**config.mk**
```make
export PLATFORM = sky130hd
export DESIGN_NAME = ram_frame_seq
export DESIGN_NICKNAME = d
export VERILOG_FILES = /design/src/rtl/ram_frame_seq.sv
export SDC_FILE = /design/constraint.sdc
export NUM_CORES = 1
export LEC_CHECK = 0
export BUFFER_PORTS_ARGS = -buffer_cell sky130_fd_sc_hd__buf_2
export CELL_PAD_IN_SITES_DETAIL_PLACEMENT = 1
export CELL_PAD_IN_SITES_GLOBAL_PLACEMENT = 1
export CORE_ASPECT_RATIO = 1.5
export CORE_MARGIN = 2
export CORE_UTILIZATION = 29
export CTS_CLUSTER_DIAMETER = 60
export DETAILED_ROUTE_END_ITERATION = 8
export HOLD_SLACK_MARGIN = 0.03
export PLACE_DENSITY_LB_ADDON = 0.1
export SYNTH_ARGS = -nofsm -noshare
export SYNTH_HDL_FRONTEND = slang
export SYNTH_SLANG_ARGS = --single-unit
```
**constraint.sdc**
```tcl
create_clock -name clock -period 3.6 [get_ports clock]
set_input_delay 0.54 -clock clock [delete_from_list [all_inputs] [get_ports clock]]
set_output_delay 0.54 -clock clock [all_outputs]
set_load 0.01 [all_outputs]
```
**src/rtl/ram_frame_seq.sv**
```systemverilog
// Frame sequencer over an external single-port RAM: captures a frame, then replays it in order.
// Optional frame counter output enabled by defining RAM_FRAME_SEQ_FRAME_CNT_EN.
module ram_frame_seq #(
  parameter int unsigned WIDTH     = 8,
  parameter int unsigned ADDR_BITS = 4
) (
  input  logic                 clock,
  input  logic                 reset_n,
  input  logic                 in_valid,
  output logic                 in_ready,
  input  logic [WIDTH-1:0]     in_data,
  input  logic                 in_last,
  output logic                 out_valid,
  input  logic                 out_ready,
  output logic [WIDTH-1:0]     out_data,
  output logic                 out_last,
  output logic                 ram_we,
  output logic [ADDR_BITS-1:0] ram_addr,
  output logic [WIDTH-1:0]     ram_data,
  input  logic [WIDTH-1:0]     ram_q,
  output logic [ADDR_BITS:0]   frame_len,
  output logic                 busy
`ifdef RAM_FRAME_SEQ_FRAME_CNT_EN
  ,
  output logic [7:0]           frame_cnt
`endif
);

  typedef enum logic [1:0] {FILL, PRIME, DRAIN} state_e;

  localparam logic [ADDR_BITS-1:0] PTR_MAX = '1;
  localparam logic [ADDR_BITS-1:0] PTR_ONE = 1;
  localparam logic [ADDR_BITS:0]   LEN_ONE = 1;

  state_e               state_q, state_d;
  logic [ADDR_BITS-1:0] wr_ptr_q, wr_ptr_d;
  logic [ADDR_BITS-1:0] rd_ptr_q, rd_ptr_d;
  logic [ADDR_BITS:0]   frame_len_q, frame_len_d;
  logic [ADDR_BITS:0]   last_idx;
  logic                 wr_full;
  logic                 is_last;

  assign wr_full   = (wr_ptr_q == PTR_MAX);
  assign last_idx  = frame_len_q - LEN_ONE;
  assign is_last   = ({1'b0, rd_ptr_q} == last_idx);
  assign busy      = (state_q != FILL);
  assign frame_len = frame_len_q;

  always_comb begin
    state_d     = state_q;
    wr_ptr_d    = wr_ptr_q;
    rd_ptr_d    = rd_ptr_q;
    frame_len_d = frame_len_q;
    in_ready    = 1'b0;
    ram_we      = 1'b0;
    ram_addr    = '0;
    ram_data    = in_data;
    out_valid   = 1'b0;
    out_data    = ram_q;
    out_last    = 1'b0;
    case (state_q)
      FILL: begin
        in_ready = 1'b1;
        ram_we   = in_valid;
        ram_addr = wr_ptr_q;
        if (in_valid) begin
          wr_ptr_d = wr_ptr_q + PTR_ONE;
          if (in_last || wr_full) begin
            state_d     = PRIME;
            frame_len_d = {1'b0, wr_ptr_q} + LEN_ONE;
          end
        end
      end
      PRIME: begin
        ram_addr = '0;
        rd_ptr_d = '0;
        state_d  = DRAIN;
      end
      DRAIN: begin
        out_valid = 1'b1;
        out_last  = is_last;
        // Prefetch the next word only when the current one is taken, so ram_q holds during stalls.
        ram_addr  = out_ready ? (rd_ptr_q + PTR_ONE) : rd_ptr_q;
        if (out_ready) begin
          rd_ptr_d = rd_ptr_q + PTR_ONE;
          if (is_last) begin
            state_d  = FILL;
            wr_ptr_d = '0;
          end
        end
      end
      default: state_d = FILL;
    endcase
  end

  always_ff @(posedge clock) begin
    if (!reset_n) begin
      state_q     <= FILL;
      wr_ptr_q    <= '0;
      rd_ptr_q    <= '0;
      frame_len_q <= '0;
    end else begin
      state_q     <= state_d;
      wr_ptr_q    <= wr_ptr_d;
      rd_ptr_q    <= rd_ptr_d;
      frame_len_q <= frame_len_d;
    end
  end

`ifdef RAM_FRAME_SEQ_FRAME_CNT_EN
  logic [7:0] frame_cnt_q;

  always_ff @(posedge clock) begin
    if (!reset_n) begin
      frame_cnt_q <= '0;
    end else if (state_q == DRAIN && out_ready && is_last) begin
      frame_cnt_q <= frame_cnt_q + 8'd1;
    end
  end

  assign frame_cnt = frame_cnt_q;
`endif

endmodule
```
==> results of run 1 <==
[routing by layer]
layer | wire (um) | vias up | GRT usage, %
met4 | 37 | 0 | 6.59
met5 | 0 | - | 0
met3 | 100 | 4 | 3.03
met2 | 1630 | 25 | 28.9
met1 | 1290 | 485 | 16.0
li1 | - | 490 | -
[per-stage QoR]
stage / utilization, % / hold slack, ns
floorplan: - / 0.494
global placement: 29.5 / 0.538
detailed placement: 29.5 / 0.540
CTS: 30.7 / 0.553
global route: 30.7 / 0.580
finish: 30.7 / 0.543
[worst reg2reg max path, delay by kind of cell (launching register included)]
family                   cells  cell delay (ns)
AO/OA/AOI/OAI                4             1.06
adder cells (fa/ha/maj)      1             0.25
buffers and inverters        1             0.08
flip-flops                   1             0.38
AND/OR/NAND/NOR              1             0.24
[sequential cells by signal, summed over array words and instances (netlist names)]
| signal | count |
|---|---|
| frame_len | 5 |
| rd_ptr_q | 4 |
| wr_ptr_q | 4 |
| state_q | 2 |
[cell type report]
| cell class | count | area, um^2 | share of cell area, % |
|---|---|---|---|
| tap | 45 | 56.3 | 4.72 |
| clock buffer | 4 | 45.0 | 3.78 |
| timing repair buffer | 18 | 90.1 | 7.56 |
| inverter | 8 | 30.0 | 2.52 |
| multi-input combinational | 100 | 671 | 56.2 |
| sequential | 15 | 300 | 25.2 |
[worst min-delay path by stage]
stage,to
final,rd_ptr_q[1]
after global routing,state_q[1]
after CTS,rd_ptr_q[1]
after detailed placement,rd_ptr_q[1]
after global placement,rd_ptr_q[1]
after floorplan,rd_ptr_q[1]
[logic make-up (layout without fill, tap and decap cells)]
logic type                 count (synthesis)  after routing
AOI/OAI and AO/OA                         29             29
xor gates and xnor gates                  11             11
adders and majority gates                  6              6
buffers and inverters                     31             30
DFF                                       15             15
muxes                                      3              3
and+or+nand+nor                           51             51
[power breakdown]
part	internal, mW	total [mW]	leakage (nW)	switching [mW]
clock network	0.0785	0.143	0.0228	0.0642
registers	0.173	0.184	0.122	0.0107
logic	0.0409	0.0991	0.382	0.0582
total	0.293	0.426	0.526	0.133
[cells in the mapped netlist, types with 2 or more instances]
cell	instances	area [um^2]
buf_4	16	120
nand3_1	5	25.0
nor3b_1	2	15.0
xor2_1	5	43.8
a21o_1	3	22.5
dfxtp_1	15	300
ha_1	6	75.1
nor3_1	5	25.0
inv_1	8	30.0
xnor2_1	6	52.6
nor2b_1	3	18.8
mux2i_1	3	30.0
nand4_1	3	18.8
nand2_1	20	75.1
nor2_1	8	30.0
a21boi_0	2	15.0
clkbuf_1	5	18.8
o21ai_0	7	35.0
a21oi_1	4	20.0
o211a_1	2	20.0
==> qor.txt, run 1 <==
Seq/Total Area, Yosys - 26.0%
Worst Slack Setup Final - 1.16 ns
Hold-fix buffers, CTS - 0
Routed WL - 3060 um
First-pass iteration count of the detailed router - 2
Die height - 81.3 um
Most common cell after layout, fill and taps aside - nand2_1
Worst R2R Path Depth - 7
Final Setup Violations - 0
First-pass GRT wire length - 5250 um
Vias in the first global route - 1,065
Antenna violations before repair - 0
Cell depth of the worst hold path - 2
CTS max path bufs - 2
Simple logic cell fraction of the synthesized area - 21.1%
Postcts setup bufs - 0
Worst Hold Class - register to register
DP Worst Slack - 1.40 ns
CTS tree - yes
Die area - 0.00452 mm^2
PortBufs - 18
# diodes - 0
Worst path depth - 7
Core box area - 0.00389 mm^2
Setup TNS - 0 ns
Largest stage delay on the critical path - 0.38 ns
Crit-path cells - inv_1 > ha_1 > o21ba_1 > a221oi_2 > nor2_1 > nor3_1 > buf_2
Worst path bufs/invs - 2
Die Wd - 55.6 um
Relative slew slack - 71.0%
Final period util - 67.7%
Yosys warns - 0
Detailed placement HPWL - 2380 um
Max-Cap Viols - 0
DRC - 0
Post-Synth Adder-Cell Area - 6.49%
Largest net degree at the start of global routing - 19
Crit-path slowest cell - dfxtp_1
Initial Utilization - 29.7%
Critical path's top delay family - compound AO/OA/AOI/OAI gates
Final nets - 173
Crit path to - out_last
CP Launch Point - frame_len[0]
Post-synthesis compound-gate area fraction - 19.5%
Grt ovf - 0
Largest family of logic cells by synthesized area - simple AND/OR/NAND/NOR gates
Synth Area in XOR/XNOR - 8.33%
Total number of vias - 1,004
#FFs+latches synth - 15
Critical R2R Launch - frame_len[0]
Crit. End Element - output port
Mapped Cells - 146
Critical Setup Path Class - register to output port
Placed cells - 186
Post-Syn Nets - 173
Layout cells sized above 1 - 17.2%
Wirelength per Cell - 16.1 um
Area added between synthesis and finish - 3.14%
Worst Skew - 0.00519 ns
CP required - 3.06 ns
Status - finished, final reports clean
Post-synth EDFFs - 0
Total track usage - 15.2%
H-tree Lvls - 1
Worst-path fanout max - 4
Clock transition at path regs - 0.06 ns
Post-route minimum period - 2.44 ns
Starting DRT DRC Count - 21
Max Freq - 0.410 GHz
Fin. max-slew vios - 0
CP Data Arrival Time - 1.90 ns
Clk Latency, worst-skew pair - 0.25 ns
Post-DRT Antenna Nets - 0
DP Area - 0.00115 mm^2
HP Start - rd_ptr_q[1]
Most frequent cells in the layout - nand2_1, buf_2, dfxtp_1
PwrDens - 357 mW/mm^2
Post-CTS resize count - 0
Fraction of synthesized area in multiplexers - 2.60%
Worst VDD drop - 0.164 mV
Top FF cell, synth - dfxtp_1
Distinct cell type count after synthesis - 38
TritonCTS Buffers - 3
RSZ-0062 raised after global routing - no
Rows - 28
CTS Sinks - 15
CP Launch Type - register
Leak - 0.526 nW
Tightest Pin Transition - 0.435 ns
Fill count - 478
Post-Syn Area - 0.00116 mm^2
R2r endpoint - wr_ptr_q[2]
Fin. Hold Viols - 0
Io pins - 51
Root Driver - clkbuf_8
Tot Pwr - 426 uW
Worst reg2reg setup slack - 1.48 ns
Synthesized area per cell - 7.92 um^2
Ys async rst share - 0%
Post-route cell area - 0.00119 mm^2
Filler-free cell count of the finished design - 190
GPL Wtd Cong - 0.755
Average via count per standard cell - 5.28
Power figures use the tool's default switching activity.
==> run 2: changes to the inputs <==
- clock period: 3.6 -> 2 ns (I/O delays scaled with it)
==> run 2 against run 1 <==
  * Hold slack got worse by 0.11 ns
  * Clock power rose by 79%
  * Critical path depth did not move
  * Critical path type unchanged
  * Highest routed layer unchanged
==> qor.txt, run 2 (synthesized netlist as in run 1, its figures left out) <==
TritonCTS Buffers - 3
# diodes - 0
Final period util - 98.2%
Max Freq - 0.509 GHz
Routed WL - 3160 um
Setup TNS - 0 ns
Post-route minimum period - 1.96 ns
Final nets - 185
Leak - 0.600 nW
Total track usage - 14.6%
Final Setup Violations - 0
Fin. Hold Viols - 0
Hold-fix buffers, CTS - 0
Crit. End Element - output port
Post-route cell area - 0.00135 mm^2
First-pass GRT wire length - 5090 um
DRC - 0
Io pins - 51
Area added between synthesis and finish - 16.5%
H-tree Lvls - 1
Critical Setup Path Class - register to output port
Status - finished, final reports clean
DP Area - 0.00123 mm^2
Starting DRT DRC Count - 18
PortBufs - 18
Critical R2R Launch - frame_len[1]
Grt ovf - 0
CP Data Arrival Time - 1.66 ns
CP Launch Type - register
Detailed placement HPWL - 2440 um
HP Start - out_ready
Wirelength per Cell - 15.7 um
Initial Utilization - 29.7%
Clk Latency, worst-skew pair - 0.25 ns
Root Driver - clkbuf_8
Die height - 81.3 um
Average via count per standard cell - 5.10
Most common cell after layout, fill and taps aside - nand2_1
GPL Wtd Cong - 0.759
Rows - 28
Die area - 0.00452 mm^2
Core box area - 0.00389 mm^2
Tightest Pin Transition - 0.388 ns
Final Core Density - 34.6%
Fin. max-slew vios - 0
First-pass iteration count of the detailed router - 3
Clock transition at path regs - 0.07 ns
Max-Cap Viols - 0
Layout cells sized above 1 - 31.8%
CTS max path bufs - 2
Worst-path fanout max - 4
Worst Skew - 0.00126 ns
CP required - 1.70 ns
Vias in the first global route - 1,009
CP Launch Point - frame_len[1]
Worst Hold Class - input port to register
Worst VDD drop - 0.349 mV
Die Wd - 55.6 um
CTS Sinks - 15
Post-DRT Antenna Nets - 0
Worst-case hold slack - 0.435 ns
Largest net degree at the start of global routing - 19
CTS tree - yes
Most frequent cells in the layout - nand2_1, buf_2, dfxtp_1, buf_4
Tot Pwr - 815 uW
Antenna violations before repair - 0
PwrDens - 606 mW/mm^2
Max FFs per register - 5
Total number of vias - 1,030
RSZ-0062 raised after global routing - yes
Relative slew slack - 73.9%
## run 2: final timing paths
| kind | end | slack (ns) | cells after the start |
|---|---|---|---|
| worst min register to register | rd_ptr_q[1] | 0.56 | 2 |
| worst min-delay path | rd_ptr_q[1] | 0.44 | 3 |
| worst max-delay path | out_last | 0.04 | 7 |
| worst max register to register | wr_ptr_q[2] | 0.06 | 8 |
## run 2: report_power, final
group	switching (mW)	internal [mW]
combinational	0.127	0.107
sequential	0.0137	0.312
clock	0.118	0.138
total	0.258	0.557
## run 2: metal layers
metal	vias up	GRT usage, %	share of wire [%]
li1	514	-	-
met1	487	17.3	45
met2	25	25.1	51
met3	4	3.50	3.3
met4	0	5.85	1.5
met5	-	0	0
## run 2: timing repair
action	in CTS	in global routing
setup endpoints to repair	3	9
buffers inserted	1	0
resized for setup	1	14
pin swaps	3	5
## run 2: per-stage QoR
stage | setup slack, ns | std cells
floorplan | 0.00461 | 146
global placement | -0.00111 | 197
detailed placement | -0.0149 | 197
CTS | 0.00684 | 202
global route | -0.0875 | 202
finish | 0.0354 | 202
## run 2: worst max-delay path: stages, from the launching register on
cell and delay (ns):
dfxtp_2 0.34, inv_2 0.04, ha_4 0.16, o21ba_4 0.20, a221oi_4 0.29, nor2_1 0.11
nor3_2 0.12, buf_2 0.15
## run 2: area by class of cell
cell class / count / area (um^2)
Clock inverter: 1 / 5.00
Multi-Input combinational cell: 100 / 729
Clock buffer: 3 / 41.3
Inverter: 8 / 30.0
Timing Repair Buffer: 30 / 180
Fill cell: 482 / 2540
Tap cell: 45 / 56.3
Sequential cell: 15 / 304
